`config.mk`:
```
export PLATFORM = sky130hd
export DESIGN_NAME = shift_deser_17b_flat
export DESIGN_NICKNAME = d
export VERILOG_FILES = /design/src/rtl/shift_deser_17b_if.sv /design/src/rtl/shift_deser_17b.sv /design/src/flat_wrapper.sv
export SDC_FILE = /design/constraint.sdc
export NUM_CORES = 1
export LEC_CHECK = 0
export ABC_AREA = 1
export BUFFER_PORTS_ARGS = -buffer_cell sky130_fd_sc_hd__buf_2
export CORE_MARGIN = 3
export CORE_UTILIZATION = 43
export CTS_CLUSTER_SIZE = 24
export DETAILED_ROUTE_END_ITERATION = 16
export GPL_TIMING_DRIVEN = 1
export PLACE_DENSITY = 0.66
export SLEW_MARGIN = 25
export SYNTH_ARGS = -nofsm -noshare
export SYNTH_HDL_FRONTEND = slang
export SYNTH_SLANG_ARGS = --single-unit
```
`constraint.sdc`:
```
create_clock -name clk -period 1.6 [get_ports clk]
set_clock_uncertainty 0.15 [all_clocks]
set_input_delay 0.08 -clock clk [delete_from_list [all_inputs] [get_ports clk]]
set_output_delay 0.08 -clock clk [all_outputs]
set_load 0.01 [all_outputs]
```
`src/rtl/shift_deser_17b_if.sv`:
```
// Handshake/bus bundle for the MSB-first serial deserializer.
// master drives the frame controls; slave is the receiver side.
interface shift_deser_17b_if #(
    parameter int WIDTH = 17,
    parameter int CNT_W = 5
);
    logic             init;
    logic             start;
    logic             serIn;
    logic             sh_en;
    logic             ack;
    logic [WIDTH-1:0] dataOut;
    logic             valid;
    logic             busy;
    logic [CNT_W-1:0] bitCnt;
    logic             ovr;

    modport master (
        output init, start, serIn, sh_en, ack,
        input  dataOut, valid, busy, bitCnt, ovr
    );

    modport slave (
        input  init, start, serIn, sh_en, ack,
        output dataOut, valid, busy, bitCnt, ovr
    );
endinterface

```
`src/rtl/shift_deser_17b.sv`:
```
// Serial-to-parallel receiver for the left-shifting link: rebuilds WIDTH-bit frames MSB-first.
// Optional sticky overrun detection is built when SHIFT_DESER_OVR_DETECT_EN is defined.
module shift_deser_17b #(
    parameter int WIDTH = 17,
    parameter int CNT_W = 5
) (
    input logic clk,
    input logic rst,
    shift_deser_17b_if.slave bus
);
    typedef enum logic [1:0] {IDLE, RECV, FULL} state_t;

    state_t           state;
    logic [WIDTH-1:0] shReg;
    logic [WIDTH-1:0] dataOutQ;
    logic             validQ;
    logic             busyQ;
    logic [CNT_W-1:0] bitCnt;

    logic lastBit;
    assign lastBit = (bitCnt == CNT_W'(WIDTH - 1));

    always_ff @(posedge clk or posedge rst) begin
        if (rst) begin
            state    <= IDLE;
            shReg    <= '0;
            dataOutQ <= '0;
            validQ   <= 1'b0;
            busyQ    <= 1'b0;
            bitCnt   <= '0;
        end else if (bus.init) begin
            state    <= IDLE;
            shReg    <= '0;
            dataOutQ <= '0;
            validQ   <= 1'b0;
            busyQ    <= 1'b0;
            bitCnt   <= '0;
        end else begin
            case (state)
                IDLE: begin
                    if (bus.start) begin
                        state  <= RECV;
                        busyQ  <= 1'b1;
                        shReg  <= '0;
                        bitCnt <= '0;
                    end
                end
                RECV: begin
                    // start aborts the partial frame and wins over a coincident strobe
                    if (bus.start) begin
                        shReg  <= '0;
                        bitCnt <= '0;
                    end else if (bus.sh_en) begin
                        if (lastBit) begin
                            dataOutQ <= {shReg[WIDTH-2:0], bus.serIn};
                            shReg    <= '0;
                            validQ   <= 1'b1;
                            busyQ    <= 1'b0;
                            bitCnt   <= '0;
                            state    <= FULL;
                        end else begin
                            shReg  <= {shReg[WIDTH-2:0], bus.serIn};
                            bitCnt <= bitCnt + CNT_W'(1);
                        end
                    end
                end
                FULL: begin
                    if (bus.ack) begin
                        validQ <= 1'b0;
                        if (bus.start) begin
                            state  <= RECV;
                            busyQ  <= 1'b1;
                            shReg  <= '0;
                            bitCnt <= '0;
                        end else begin
                            state <= IDLE;
                        end
                    end
                end
                default: state <= IDLE;
            endcase
        end
    end

`ifdef SHIFT_DESER_OVR_DETECT_EN
    logic ovrQ;
    // sticky: dropped strobes while holding a frame, or a restart that discards bits
    always_ff @(posedge clk or posedge rst) begin
        if (rst)
            ovrQ <= 1'b0;
        else if (bus.init)
            ovrQ <= 1'b0;
        else if ((state == FULL && bus.sh_en) ||
                 (state == RECV && bus.start && bitCnt != '0))
            ovrQ <= 1'b1;
    end
    assign bus.ovr = ovrQ;
`else
    assign bus.ovr = 1'b0;
`endif

    assign bus.dataOut = dataOutQ;
    assign bus.valid   = validQ;
    assign bus.busy    = busyQ;
    assign bus.bitCnt  = bitCnt;
endmodule

```
`src/flat_wrapper.sv`:
```
// flat-port wrapper written by rule: the top's interface ports become plain ports
module shift_deser_17b_flat 
#(
    parameter int WIDTH = 17,
    parameter int CNT_W = 5
)
  (clk, rst, bus_init, bus_start, bus_serIn, bus_sh_en, bus_ack, bus_dataOut, bus_valid, bus_busy, bus_bitCnt, bus_ovr);
  shift_deser_17b_if #(.WIDTH(WIDTH), .CNT_W(CNT_W)) bus_i ();
  input logic clk;
  input logic rst;
  input wire logic [$bits(bus_i.init)-1:0] bus_init;
  input wire logic [$bits(bus_i.start)-1:0] bus_start;
  input wire logic [$bits(bus_i.serIn)-1:0] bus_serIn;
  input wire logic [$bits(bus_i.sh_en)-1:0] bus_sh_en;
  input wire logic [$bits(bus_i.ack)-1:0] bus_ack;
  output wire logic [$bits(bus_i.dataOut)-1:0] bus_dataOut;
  output wire logic [$bits(bus_i.valid)-1:0] bus_valid;
  output wire logic [$bits(bus_i.busy)-1:0] bus_busy;
  output wire logic [$bits(bus_i.bitCnt)-1:0] bus_bitCnt;
  output wire logic [$bits(bus_i.ovr)-1:0] bus_ovr;
  assign bus_i.init = bus_init;
  assign bus_i.start = bus_start;
  assign bus_i.serIn = bus_serIn;
  assign bus_i.sh_en = bus_sh_en;
  assign bus_i.ack = bus_ack;
  assign bus_dataOut = bus_i.dataOut;
  assign bus_valid = bus_i.valid;
  assign bus_busy = bus_i.busy;
  assign bus_bitCnt = bus_i.bitCnt;
  assign bus_ovr = bus_i.ovr;
  shift_deser_17b #(.WIDTH(WIDTH), .CNT_W(CNT_W)) u_core (.clk(clk), .rst(rst), .bus(bus_i));
endmodule
```
After elaboration in Yosys (flattened, before gate mapping)

Index checks and enable logic that the tools add are counted.

Register bits after elaboration: 43
Bits of input ports: 7
Logic and storage cells: 68

$add $sub $neg: 1
Eq/ne operators: 10
Muxes and demuxes: 40
Reduce and logical (&&, ||, !) cells: 11

Operators by type and width:

| cell                                                            | count |
|---|---|
| 17-bit 2-to-1 mux                                               | 11 |
| 17-bit one-hot mux with 3 select lines                          | 1 |
| 5-bit 2-to-1 mux                                                | 6 |
| 5-bit one-hot mux with 3 select lines                           | 1 |
| 5-bit AND reduction                                             | 3 |
| 1-bit 2-to-1 mux                                                | 12 |
| 2-bit 2-to-1 mux                                                | 6 |
| 3-bit != test, second input constant                            | 4 |
| 2-bit one-hot mux with 3 select lines                           | 1 |
| 2-bit nonzero test                                              | 3 |
| 5-bit by 1-bit adder with 5-bit output, second input constant   | 1 |
| 5-bit == test, second input constant                            | 1 |
| 4-bit != test, second input constant                            | 1 |
| 4-bit AND reduction                                             | 1 |
| 4-bit nonzero test                                              | 1 |
| 3-bit by 2-bit != test with 1-bit output, second input constant | 1 |
| 1-bit one-hot mux with 3 select lines                           | 1 |
| 3-bit AND reduction                                             | 1 |
| 3-bit nonzero test                                              | 1 |
| 2-bit by 1-bit == test with 1-bit output, second input constant | 1 |
| 2-bit == test, second input constant                            | 1 |
| 2-bit logical NOT                                               | 1 |
| 2-bit != test, second input constant                            | 1 |
| 1-bit one-hot mux with 2 select lines                           | 1 |

Depth between registers and ports, before layout

Gate-level depths: netlist of the first run.

Depth in word-level cells: 6
Gate-level depth with buffers: 11
Mapped depth without buffers: 11

Worst setup path before layout of the first run

Ideal clock, no wire load.

Path type: register to register
From: register u_core.state[1]
To: register u_core.bitCnt[2] (netlist: u_core.bus.bitCnt[2])
Library setup time: 0.117 ns
Data arrival time: 1.402 ns
Path slack: -0.070 ns
Stages on the path, launching flop included: 11
Cells stage by stage: dfrtp_1 -> inv_1 -> ha_1 -> inv_2 -> nand3_1 -> o21ai_1 -> nor2_2 -> inv_2 -> buf_6 -> nand2_1 -> nand2_1

Longest elaborated chain between the ends: 3

Ends and longest elaborated chain:

| item                                                                            | RTL line              | RTL |
|---|---|---|
| start, declared                                                                 | shift_deser_17b.sv:13 | `state_t state;` |
| start signal, assigned                                                          | shift_deser_17b.sv:25 | `state <= IDLE;` |
| start signal, assigned                                                          | shift_deser_17b.sv:32 | `state <= IDLE;` |
| start signal, assigned                                                          | shift_deser_17b.sv:42 | `state <= RECV;` |
| 2-bit by 1-bit == test with 1-bit output (tied with other cells)                | shift_deser_17b.sv:39 | `case (state)` |
| 4-bit != test (no source line) (tied with other cells)                          | --                    |  |
| 3-bit AND reduction (no source line) / 5-bit 2-to-1 mux (equally long branches) | --                    |  |
| end signal, assigned                                                            | shift_deser_17b.sv:63 | `bitCnt <= bitCnt + CNT_W'(1);` |
| end, declared                                                                   | shift_deser_17b.sv:18 | `logic [CNT_W-1:0] bitCnt;` |

Parallel ways exist; a longest one is shown, timed or not.
A chain may end at the register's enable or synchronous reset.

Worst setup path after layout of the first run

From: register u_core.state[0]
To: register u_core.dataOutQ[7] (netlist: u_core.bus.dataOut[7])

Longest elaborated chain between the ends: 3

Ends and longest elaborated chain:

| item                                     | RTL line              | RTL |
|---|---|---|
| 2-bit by 1-bit == test with 1-bit output | shift_deser_17b.sv:39 |  |
| 2-bit nonzero test (no source line)      | --                    |  |
| 4-bit AND reduction (no source line)     | --                    |  |
| end signal, assigned                     | shift_deser_17b.sv:55 | `dataOutQ <= {shReg[WIDTH-2:0], bus.serIn};` |
| end, declared                            | shift_deser_17b.sv:15 | `logic [WIDTH-1:0] dataOutQ;` |

No other way between the ends.

==> implementation parameters, run 1 <==
Parameter                              Value

STA
  RSZ-0062 raised after global routing ... yes
  Total negative slack for setup checks ... -529.0 ps
  Max-slew violation count ... 0
  Worst-case headroom to the max-slew limit ... 64.86%
  Count of endpoints failing setup in the final report ... 19
  Total count of hold-check failures in the final report ... 0
  Fraction of the cycle the final worst path needs ... 103.1%
  Post-layout worst setup margin ... -49.94 ps
  Peak clock frequency supported by timing ... 606.1 MHz
  Transition time of the tightest slew-check pin ... 527.1 ps
  Final worst path period need ... 1650 ps

Layout
  Number of filler instances in the final layout ... 369
  Fraction of layout instances using a drive strength above 1 ... between 40 and 50%
  Antenna diode count ... 0
  Final net count ... between 300 and 400
  Synth-to-layout area growth ... 36.35%

Clocking
  H-tree Lvls ... 2
  CTS tree ... done
  Reg clk slew, reported paths ... 90 ps
  CTS buffer count ... 5
  Clock insertion delay at the later pin of the skew report ... 300 ps
  Bufs on Longest Clock Path ... 2
  Clock root cell ... sky130_fd_sc_hd__clkbuf_8
  Total number of clock tree sinks ... 42

Routing
  Vias post-DR ... about 1800
  Antenna Nets Post-Route ... 0
  Average wire length per cell after detail routing ... 12.91 µm
  WL final ... 4582 µm
  DRC violations left ... 0
  Detailed Route Iter0 Violations ... 131
  Via density per instance ... about 5
  DRT Pass-1 Iters ... 4

Global route
  First-pass GRT wire length ... 7500 µm
  Via count of the first global-routing pass ... around 1700
  Largest net degree at the start of global routing ... 43
  Global-route usage over all layers ... roughly 17%
  Antenna violations before repair ... 0
  Total congestion overflow after global routing ... 0

Critical path
  Buffers & Inverters on Critical Path ... 3
  Largest fanout of any net on the critical path ... 8
  Kind of end point of the critical path ... flop
  Worst EP arrival ... about 1800 ps
  Kind of critical path ... reg -> reg
  Top Family by Delay on Critical Path ... buffers and inverters
  Slowest CP cell ... sky130_fd_sc_hd__dfrtp_2
  Critical path required time ... 1700 ps
  Critical Path Source Type ... flop
  CP cell instances ... buf_6 -> ha_4 -> buf_6 -> a21oi_4 -> clkbuf_16 -> nand2_1 -> nand2_1
  Largest stage delay, worst path ... around 450 ps

Floorplan
  Die outline height ... approximately 75 µm
  Floorplan core area ... 4504 µm²
  Row Count ... 24
  Horizontal die dimension ... around 75 µm
  Total die area ... 5663 µm²
  I/O pin count ... 32
  Initial standard-cell utilization of the core ... 45.78%

Synth
  Warnings from Yosys ... 0
  Register bit total from synthesis ... 42
  Register area share after synthesis ... between 50% and 60%
  Number of instances in the synthesized netlist ... 246
  Synthesized area per cell ... 8.382 µm²
  Synth unique cells ... 24
  Synth Cell Area ... 2062 µm²
  Syn_nets ... 260

Placement
  HPWL after DPL ... 2753 µm
  Placer's final routability congestion estimate ... 0.8801
  Count of port buffers added during placement ... 30
  Pre-CTS setup slack ... -126.4 ps

Power and ir drop
  VDD IR max ... 573.8 µV
  Power density over the cells ... 1072 nW/µm²
  Leakage power total ... approximately 1.6 nW

Outcome
  Failing checks ... negative setup slack
  Status ... complete, but fails checks

Job
  Count of maximum capacitance violations ... 0

Min path
  Min-Delay Path Class ... in -> reg
-- worst reg2reg max path, cell delays in order (launching register included) --
cell and delay [ps]:
sky130_fd_sc_hd__dfrtp_2 450, sky130_fd_sc_hd__buf_6 130, sky130_fd_sc_hd__ha_4 150, sky130_fd_sc_hd__buf_6 120, sky130_fd_sc_hd__a21oi_4 260, sky130_fd_sc_hd__clkbuf_16 220, sky130_fd_sc_hd__nand2_1 50, sky130_fd_sc_hd__nand2_1 60
-- timing repair --
action | 4_1_cts | 5_1_grt
buffers inserted | 6 | 1
pin swaps | 24 | 15
hold endpoints to repair | 45 | 0
hold buffers | 3 | 0
cloned | 2 | 2
setup endpoints to repair | 38 | 42
resized for setup | 16 | 46
-- cell usage in the layout, fill, tap and decap left out, types with 3 or more instances in the layout --
master                          count
sky130_fd_sc_hd__buf_2             30
sky130_fd_sc_hd__buf_4             15
sky130_fd_sc_hd__buf_6              4
sky130_fd_sc_hd__clkbuf_8           5
sky130_fd_sc_hd__dfrtp_1           41
sky130_fd_sc_hd__dlygate4sd3_1      3
sky130_fd_sc_hd__ha_1               3
sky130_fd_sc_hd__inv_1              6
sky130_fd_sc_hd__inv_2             11
sky130_fd_sc_hd__nand2_1           89
sky130_fd_sc_hd__nand2_2           18
sky130_fd_sc_hd__nand2_4            9
sky130_fd_sc_hd__nand3_1           23
sky130_fd_sc_hd__nand3_2            3
sky130_fd_sc_hd__nor2_1             9
sky130_fd_sc_hd__nor2_4             6
-- power breakdown --
part	internal [W]	switching, W	leakage [nW]
Clock	0.000626	0.000388	0.0683
Combinational	0.000358	0.000495	0.957
Sequential	0.00111	0.0000401	0.581
Total	0.00209	0.000923	1.61
-- cell families (layout without fill, tap and decap cells) --
logic type               after synthesis  in the layout  synth area share, %
flip-flops                            42             42                50.97
other                                  1              1               0.1819
AO/OA/AOI/OAI                          8              8                2.852
buffers and inverters                 28             83                7.888
adder cells (fa/ha/maj)                7              7                4.247
AND/OR/NAND/NOR                      158            160                33.01
XOR/XNOR                               2              2               0.8497
-- synth_stat cells (all sizes together) --
| library cell | number | area share, % |
|---|---|---|
| a211oi | 1 | 0.36 |
| a21oi | 1 | 0.79 |
| buf | 9 | 4.2 |
| conb | 1 | 0.18 |
| dfrtp | 42 | 51 |
| ha | 7 | 4.2 |
| inv | 19 | 3.7 |
| nand2 | 116 | 22 |
| nand3 | 26 | 6.3 |
| nand3b | 1 | 0.36 |
| nor2 | 15 | 4.4 |
| o21ai | 5 | 1.4 |
| o22ai | 1 | 0.30 |
| xor2 | 2 | 0.85 |
-- metrics by stage --
step / power [W] / hold slack [ps] / instances / utilization (%) / instance area, µm²
6_report: 0.003015 / 57.42 / 355 / 62.42 / 2811
5_1_grt: 0.003180 / 77.78 / 355 / 62.42 / 2811
4_1_cts: 0.002897 / 64.04 / 353 / 58.17 / 2620
3_5_place_dp: 0.001799 / 93.03 / 334 / 51.69 / 2328
3_3_place_gp: 0.001792 / 90.04 / 334 / 51.69 / 2328
2_1_floorplan: 0.001630 / 46.71 / 246 / - / 2074
-- routing by layer --
layer  wire, µm  track usage, %
met1       2026           20.99
met3        203           4.406
met2       2275           29.69
met4         76           6.408
met5          0               0
-- state kept, by name, indices dropped and copies added, names as in the netlist --
register / count
u_core.bus.dataOut: 17
u_core.shReg: 16
u_core.bus.busy: 1
u_core.state: 2
u_core.bus.valid: 1
u_core.bus.bitCnt: 5
-- path summary, 6_finish.rpt --
check | start | to | slack, ps | cells after the start
worst max-delay path | u_core.state[0] | u_core.bus.dataOut[7] | -50 | 7
worst min-delay path | bus_ack | u_core.state[0] | 60 | 5
worst max register to register | u_core.state[0] | u_core.bus.dataOut[7] | -50 | 7
worst min register to register | u_core.bus.dataOut[12] | u_core.bus.dataOut[12] | 330 | 2
max in group asynchronous | rst | u_core.state[0] | 620 | 4
min in group asynchronous | rst | u_core.bus.dataOut[4] | 290 | 4
-- cell type report --
| class | instances | area [µm²] | area share (%) |
|---|---|---|---|
| clock inverters | 3 | 68.82 | 2.448 |
| multi-input cells | 178 | 1047 | 37.25 |
| clock buffers | 5 | 68.82 | 2.448 |
| inverters | 19 | 81.33 | 2.893 |
| repair buffers | 56 | 427.9 | 15.22 |
| well taps | 52 | 65.06 | 2.314 |
| flip-flops and latches | 42 | 1052 | 37.43 |
Note: power is estimated with default switching activity, not from simulation.
==> run 2: changes to the inputs <==
--- a/config.mk
+++ b/config.mk
@@ -12,7 +12,6 @@
 export CTS_CLUSTER_SIZE = 24
 export DETAILED_ROUTE_END_ITERATION = 16
 export GPL_TIMING_DRIVEN = 1
-export PLACE_DENSITY = 0.66
 export SLEW_MARGIN = 25
 export SYNTH_ARGS = -nofsm -noshare
 export SYNTH_HDL_FRONTEND = slang
==> constraint.sdc (replaced) <==
create_clock -name clk -period 1.85 [get_ports clk]
set_clock_uncertainty 0.15 [all_clocks]
set_input_delay 0.0925 -clock clk [delete_from_list [all_inputs] [get_ports clk]]
set_output_delay 0.0925 -clock clk [all_outputs]
set_load 0.01 [all_outputs]
==> implementation parameters, run 2 (same netlist as run 1, synthesis figures left out) <==
Parameter                              Value

Outcome
  Status ... finished clean

STA
  Transition time of the tightest slew-check pin ... 531.8 ps (+4.677 ps)
  Worst-case headroom to the max-slew limit ... 64.55% (-0.31 points)
  Fraction of the cycle the final worst path needs ... 93.15% (-10 points)
  Total negative slack for setup checks ... 0 ps (+529.0 ps)
  Max-slew violation count ... 0 (unchanged)
  Peak clock frequency supported by timing ... 580.3 MHz (-4.3%)
  Total count of hold-check failures in the final report ... 0 (unchanged)
  Count of endpoints failing setup in the final report ... 0 (-19)
  Final worst path period need ... 1723 ps (+73.40 ps)
  RSZ-0062 raised after global routing ... no

Routing
  Detailed Route Iter0 Violations ... 64 (-51%)
  DRC violations left ... 0 (unchanged)
  Vias post-DR ... 1616 (-8.5%)
  WL final ... 4152 µm (-9.4%)
  DRT Pass-1 Iters ... 4 (unchanged)
  Average wire length per cell after detail routing ... 12.21 µm (-5.4%)
  Antenna Nets Post-Route ... 0 (unchanged)
  Via density per instance ... 4.753 (-4.5%)

Power and ir drop
  Switching share of power ... 32.80% (+2.2 points)
  Clock Power Share ... 26.1% (-7.5 points)
  Combinational cell fraction of total power ... 26.7% (-1.6 points)
  Internal power ... 0.001410 W (-33%)
  Part of the power in registers ... 47.1% (+9.0 points)
  Switching power of the nets ... 0.0006881 W (-25%)
  Leakage power total ... 1.441 nW (-10%)
  VDD IR max ... 469.3 µV (-18%)
  Power density over the cells ... 864.8 nW/µm² (-19%)

Placement
  Count of port buffers added during placement ... 30 (unchanged)
  Placed Area ... 2261 µm² (-2.9%)
  Placer's final routability congestion estimate ... 0.8769 (-0.36%)
  HPWL after DPL ... 2710 µm (-1.6%)

Critical path
  Critical path required time ... 1930 ps (+230 ps)
  Critical Path Source Type ... flop
  Worst setup slack for register-to-register paths ... 130 ps (+180 ps)
  Buffers & Inverters on Critical Path ... 3 (unchanged)
  Largest fanout of any net on the critical path ... 6 (-2)
  CP most frequent cell ... sky130_fd_sc_hd__nand3_1
  CP cell instances ... inv_1 -> ha_1 -> inv_2 -> nand3_1 -> o21ai_2 -> nor2_4 -> buf_2 -> nand3_1 -> nand2_1
  Kind of critical path ... reg -> reg
  Largest stage delay, worst path ... 430 ps (-20 ps)
  Kind of end point of the critical path ... flop
  Worst Reg-to-Reg Cells ... 9 (+2)
  Top Family by Delay on Critical Path ... flip-flops
  Worst reg2reg path endpoint ... u_core.shReg[8]
  Slowest CP cell ... sky130_fd_sc_hd__dfrtp_1
  Worst EP arrival ... 1800 ps (+50 ps)
  Startpoint of the worst-slack reg-to-reg timing path ... u_core.state[1]

Clocking
  CTS buffer count ... 5 (unchanged)
  H-tree Lvls ... 2 (unchanged)
  Clock insertion delay at the later pin of the skew report ... 290 ps (about the same)
  Reg clk slew, reported paths ... 70 ps (-20 ps)
  Total number of clock tree sinks ... 42 (unchanged)
  Clock root cell ... sky130_fd_sc_hd__clkbuf_8
  Bufs on Longest Clock Path ... 2 (unchanged)
  CTS tree ... done

Global route
  Global-route usage over all layers ... 15.70% (-1.6 points)
  First-pass GRT wire length ... 6831 µm (-8.9%)
  Via count of the first global-routing pass ... 1529 (-11%)
  Total congestion overflow after global routing ... 0 (unchanged)
  Antenna violations before repair ... 0 (unchanged)
  Largest net degree at the start of global routing ... 43 (unchanged)

Layout
  Synth-to-layout area growth ... 17.66%
  Most common cell after layout, fill and taps aside ... sky130_fd_sc_hd__nand2_1
  Largest register FFs ... 17 (unchanged)
  Final std cell area, no fill ... 2426 µm² (-14%)
  Commonest non-fill, non-tap cells in the layout ... 111 x sky130_fd_sc_hd__nand2_1, 41 x sky130_fd_sc_hd__dfrtp_1, 31 x sky130_fd_sc_hd__buf_2
  Final net count ... 302 (-4.4%)
  Fraction of layout instances using a drive strength above 1 ... 23.26% (-17 points)
  Antenna diode count ... 0 (unchanged)
  Number of filler instances in the final layout ... 428 (+16%)

Floorplan
  Initial standard-cell utilization of the core ... 45.78% (unchanged)
  Total die area ... 5663 µm² (unchanged)
  Floorplan core area ... 4504 µm² (unchanged)
  Die outline height ... 75.25 µm (unchanged)
  I/O pin count ... 32 (unchanged)
  Row Count ... 24 (unchanged)
  Horizontal die dimension ... 75.25 µm (unchanged)

Min path
  Hold Crit Start ... bus_start
  Number of instances on the worst hold path ... 4 (-1)
  Min-Delay Path Class ... in -> reg
  Hold Crit Endpoint ... u_core.bus.bitCnt[1]

Job
  Count of maximum capacitance violations ... 0 (unchanged)
-- run 2: routing by layer --
layer / vias to the layer above / track usage, % / share of wire, %
li1: 840 / - / -
met1: 734 / 20.37 / 50
met2: 38 / 25.53 / 45
met3: 4 / 4.005 / 4.5
met4: 0 / 5.437 / 0.96
met5: - / 0 / 0
-- run 2: timing repair --
item                                    4_1_cts  5_1_grt
hold endpoints to repair                     44        0
buffers inserted                              0        4
hold buffers                                  2        0
gates resized for setup                       0        7
endpoints found under the setup margin        0       37
-- run 2: power by group through the flow --
stage | combinational [W] | clock (W) | sequential, W
final | 0.000560 | 0.000548 | 0.000989
after global routing | 0.000633 | 0.000615 | 0.000993
after CTS | 0.000511 | 0.000571 | 0.000990
after detailed placement | 0.000509 | 0 | 0.00101
after global placement | 0.000504 | 0 | 0.00101
after floorplan | 0.000377 | 0 | 0.00102
-- run 2: final cells by class --
type,count,area (µm²),share of cell area (%)
tap,52,65.06,2.682
multi-input combinational,177,868.3,35.79
inverter,19,78.83,3.249
sequential,42,1052,43.37
clock inverter,2,10.01,0.4126
clock buffer,5,68.82,2.837
timing repair buffer,43,282.8,11.66
-- run 2: how the worst max path moves through the flow --
stage                         start                   end  cells after the start
floorplan           u_core.state[1]  u_core.bus.bitCnt[2]                     10
finish              u_core.state[1]       u_core.shReg[8]                      9
global route        u_core.state[0]  u_core.bus.bitCnt[1]                      9
detailed placement  u_core.state[1]      u_core.shReg[10]                      8
CTS                 u_core.state[1]      u_core.shReg[10]                      8
global placement    u_core.state[1]  u_core.bus.bitCnt[3]                      8
-- run 2: worst min-delay path: cells and delay by family --
family | cells | cell delay, ps
buffers and inverters | 1 | 140
and+or+nand+nor | 3 | 170
-- run 2: per-stage QoR --
| step | util (%) | setup slack (ps) | std cells | total power [W] | hold WS [ps] |
|---|---|---|---|---|---|
| 2_1_floorplan | - | 180.4 | 246 | 0.001394 | 59.21 |
| 3_3_place_gp | 50.19 | 102.7 | 325 | 0.001510 | 105.9 |
| 3_5_place_dp | 50.19 | 71.53 | 325 | 0.001516 | 114.3 |
| 4_1_cts | 52.39 | 40.22 | 334 | 0.002072 | 8.477 |
| 5_1_grt | 53.86 | 7.440 | 340 | 0.002242 | 29.70 |
| 6_report | 53.86 | 126.7 | 340 | 0.002098 | 4.411 |
==> run 3: changes to the inputs <==
--- a/config.mk
+++ b/config.mk
@@ -5,7 +5,6 @@
 export SDC_FILE = /design/constraint.sdc
 export NUM_CORES = 1
 export LEC_CHECK = 0
-export ABC_AREA = 1
 export BUFFER_PORTS_ARGS = -buffer_cell sky130_fd_sc_hd__buf_2
 export CORE_MARGIN = 3
 export CORE_UTILIZATION = 43
==> implementation parameters, run 3 <==
Parameter                              Value

Synth
  Synthesized area per cell ... 12.89 µm² (+54%)
  Number of instances in the synthesized netlist ... 148 (-40%)
  Warnings from Yosys ... 0 (unchanged)
  Synth Cell Area ... 1908 µm² (-7.5%)
  Synth top area share ... 55.08% (+4.1 points)
  Flip-flop cell with the highest count after synthesis ... sky130_fd_sc_hd__dfrtp_1
  Synth unique cells ... 41 (+71%)
  Cells taking the most area after synthesis ... sky130_fd_sc_hd__dfrtp_1 55%, sky130_fd_sc_hd__a22o_1 13%, sky130_fd_sc_hd__ha_1 4.6%
  Register bit total from synthesis ... 42 (unchanged)
  Count of flip-flops with a built-in enable after synthesis ... 0 (unchanged)
  Dominant cell type by area after synthesis ... sky130_fd_sc_hd__dfrtp_1
  Syn_nets ... 162 (-38%)
  Synth cell count leaders ... 42 x sky130_fd_sc_hd__dfrtp_1, 29 x sky130_fd_sc_hd__a22o_1, 7 x sky130_fd_sc_hd__ha_1, 7 x sky130_fd_sc_hd__inv_1, 7 x sky130_fd_sc_hd__nor2_1
  Post-synth ARST share ... 100.0% (unchanged)
  Register area share after synthesis ... 55.08% (+4.1 points)
  Most used standard cell by instance count after synthesis ... sky130_fd_sc_hd__dfrtp_1

Critical path
  Critical Path Source Type ... flop
  Worst reg2reg path endpoint ... u_core.shReg[12]
  Top Family by Delay on Critical Path ... simple AND/OR/NAND/NOR gates
  Slowest CP cell ... sky130_fd_sc_hd__dfrtp_1
  Kind of end point of the critical path ... flop
  Buffers & Inverters on Critical Path ... 3 (unchanged)
  Startpoint of the worst-slack reg-to-reg timing path ... u_core.state[0]
  Largest stage delay, worst path ... 390 ps (-40 ps)
  Kind of critical path ... reg -> reg
  Largest fanout of any net on the critical path ... 8 (+2)
  CP cell instances ... inv_2 -> ha_2 -> nor2b_4 -> or2_4 -> nor3_4 -> buf_6 -> buf_12 -> a22o_2
  Worst setup slack for register-to-register paths ... -20 ps (-150 ps)
  Critical path required time ... 1880 ps (-50 ps)
  Worst Reg-to-Reg Cells ... 8 (-1)
  Worst EP arrival ... 1900 ps (+100 ps)

Global route
  Largest net degree at the start of global routing ... 43 (unchanged)
  Global-route usage over all layers ... 16.69% (+0.99 points)
  Antenna violations before repair ... 0 (unchanged)
  Via count of the first global-routing pass ... 1421 (-7.1%)
  Total congestion overflow after global routing ... 0 (unchanged)
  First-pass GRT wire length ... 6893 µm (+0.91%)

Job
  Count of maximum capacitance violations ... 0 (unchanged)

Power and ir drop
  Internal power ... 0.001618 W (+15%)
  VDD IR max ... 527.7 µV (+12%)
  Combinational cell fraction of total power ... 26.0% (-0.7 points)
  Switching power of the nets ... 0.0006473 W (-5.9%)
  Total power of the final layout ... 0.002266 W (+8.0%)
  Part of the power in registers ... 42.6% (-4.5 points)
  Power density over the cells ... 899.1 nW/µm² (+4.0%)
  Leakage power total ... 1.223 nW (-15%)
  Clock Power Share ... 31.4% (+5.3 points)
  Switching share of power ... 28.57% (-4.2 points)

Min path
  Min-Delay Path Class ... in -> reg
  Hold Crit Start ... bus_init
  Number of instances on the worst hold path ... 2 (-2)
  Hold Crit Endpoint ... u_core.bus.busy

Placement
  Count of port buffers added during placement ... 30 (unchanged)
  Placed Area ... 2231 µm² (-1.3%)
  HPWL after DPL ... 2691 µm (-0.73%)
  Placer's final routability congestion estimate ... 0.8231 (-6.1%)
  Pre-CTS setup slack ... -96.61 ps (-168.1 ps)

Layout
  Most common cell after layout, fill and taps aside ... sky130_fd_sc_hd__dfrtp_1
  Largest register FFs ... 17 (unchanged)
  Number of filler instances in the final layout ... 361 (-16%)
  Multi-input gate area ... 852.1 µm² (-1.9%)
  Fraction of layout instances using a drive strength above 1 ... 44.06% (+21 points)
  Synth-to-layout area growth ... 32.07%
  Final net count ... 215 (-29%)
  Storage cell area ... 1051 µm² (-0.12%)
  Share of the core filled with cells in the final layout ... 60.81% (+6.9 points)
  Final std cell area, no fill ... 2520 µm² (+3.9%)
  Antenna diode count ... 0 (unchanged)
  Commonest non-fill, non-tap cells in the layout ... 42 x sky130_fd_sc_hd__dfrtp_1, 30 x sky130_fd_sc_hd__buf_2, 29 x sky130_fd_sc_hd__a22o_1

Routing
  Antenna Nets Post-Route ... 0 (unchanged)
  Average wire length per cell after detail routing ... 16.62 µm (+36%)
  Via density per instance ... 5.599 (+18%)
  Detailed Route Iter0 Violations ... 84 (+31%)
  Vias post-DR ... 1411 (-13%)
  DRT Pass-1 Iters ... 4 (unchanged)
  DRC violations left ... 0 (unchanged)
  WL final ... 4189 µm (+0.89%)

STA
  Peak clock frequency supported by timing ... 534.1 MHz (-8.0%)
  Count of endpoints failing setup in the final report ... 8 (+8)
  Fraction of the cycle the final worst path needs ... 101.2% (+8.1 points)
  Final worst path period need ... 1872 ps (+148.9 ps)
  Worst-case headroom to the max-slew limit ... 65.28% (+0.73 points)
  Max-slew violation count ... 0 (unchanged)
  Post-layout worst setup margin ... -22.28 ps (-148.9 ps)
  Total count of hold-check failures in the final report ... 0 (unchanged)
  Transition time of the tightest slew-check pin ... 520.8 ps (-11.00 ps)
  RSZ-0062 raised after global routing ... yes

Clocking
  CTS tree ... done
  H-tree Lvls ... 2 (unchanged)
  Bufs on Longest Clock Path ... 2 (unchanged)
  Reg clk slew, reported paths ... 80 ps (about the same)
  Clock insertion delay at the later pin of the skew report ... 290 ps (about the same)
  Total number of clock tree sinks ... 42 (unchanged)
  CTS buffer count ... 5 (unchanged)
  Clock root cell ... sky130_fd_sc_hd__clkbuf_8

Floorplan
  Die outline height ... 72.62 µm (-3.5%)
  Floorplan core area ... 4144 µm² (-8.0%)
  I/O pin count ... 32 (unchanged)
  Row Count ... 23 (-4.2%)
  Total die area ... 5273 µm² (-6.9%)
  Horizontal die dimension ... 72.62 µm (-3.5%)
  Initial standard-cell utilization of the core ... 46.04% (+0.27 points)

Outcome
  Status ... complete, but fails checks
  Failing checks ... negative setup slack
==> run 3: cell count changes in the layout (fill, tap and decap cells not counted), moves of 5 or more <==
cell                      change
sky130_fd_sc_hd__nor2_1       -7
sky130_fd_sc_hd__nand3_1     -23
sky130_fd_sc_hd__a22o_1      +29
sky130_fd_sc_hd__nand2_1    -109
sky130_fd_sc_hd__inv_1       -10
sky130_fd_sc_hd__a22o_2       +5
sky130_fd_sc_hd__buf_4        +9
sky130_fd_sc_hd__ha_1         -5
==> run 3: final cells by class <==
| type | count | area share [%] |
|---|---|---|
| tap | 50 | 2.483 |
| sequential | 42 | 41.71 |
| timing repair buffer | 54 | 16.58 |
| clock inverter | 2 | 1.490 |
| inverter | 7 | 1.043 |
| multi-input combinational | 91 | 33.81 |
| clock buffer | 6 | 2.880 |
==> run 3: worst max-delay path by stage <==
stage,from,to,cells past startpoint
floorplan,u_core.state[0],u_core.shReg[10],7
global placement,u_core.state[0],u_core.bus.dataOut[9],4
detailed placement,u_core.state[0],u_core.bus.dataOut[5],4
CTS,u_core.state[1],u_core.shReg[13],8
global route,u_core.state[1],u_core.shReg[0],8
finish,u_core.state[0],u_core.shReg[12],8
==> run 3: per-stage QoR <==
step	hold WS (ps)	TNS (ps)	instances
5_1_grt	92.60	-2448	252
6_report	68.55	-99.43	252
3_3_place_gp	90.41	-993.3	236
4_1_cts	63.15	-257.8	249
3_5_place_dp	105.8	-1664	236
2_1_floorplan	75.23	-92.93	148
==> run 3: what timing repair did <==
action	4_1_cts	5_1_grt
buffers inserted	2	2
setup endpoints to repair	34	37
gates cloned	1	1
gates resized for setup	4	15
hold endpoints to repair	44	0
pin swaps	1	14
hold buffers	2	0
==> run 3: kinds of logic after synthesis <==
logic type | synth area share (%)
XOR/XNOR | 0.4591
adder cells (fa/ha/maj) | 4.590
AND/OR/NAND/NOR | 11.87
other | 0.1965
multiplexers | 1.115
buffers and inverters | 4.393
flip-flops | 55.08
AO/OA/AOI/OAI | 22.30
==> run 3: power groups by stage <==
stage / Sequential [W] / Clock, W / Combinational, W
floorplan: 0.000991 / 0 / 0.000295
global placement: 0.000979 / 0 / 0.000496
detailed placement: 0.000981 / 0 / 0.000507
CTS: 0.000964 / 0.000730 / 0.000539
global route: 0.000969 / 0.000763 / 0.000636
finish: 0.000965 / 0.000712 / 0.000589
==> run 3: routing by layer <==
layer	global-route usage [%]	wire, µm	share of wire (%)
met3	3.306	177	4.2
met2	29.26	2114	50
met5	0	0	0
met1	21.04	1851	44
met4	4.303	45	1.1
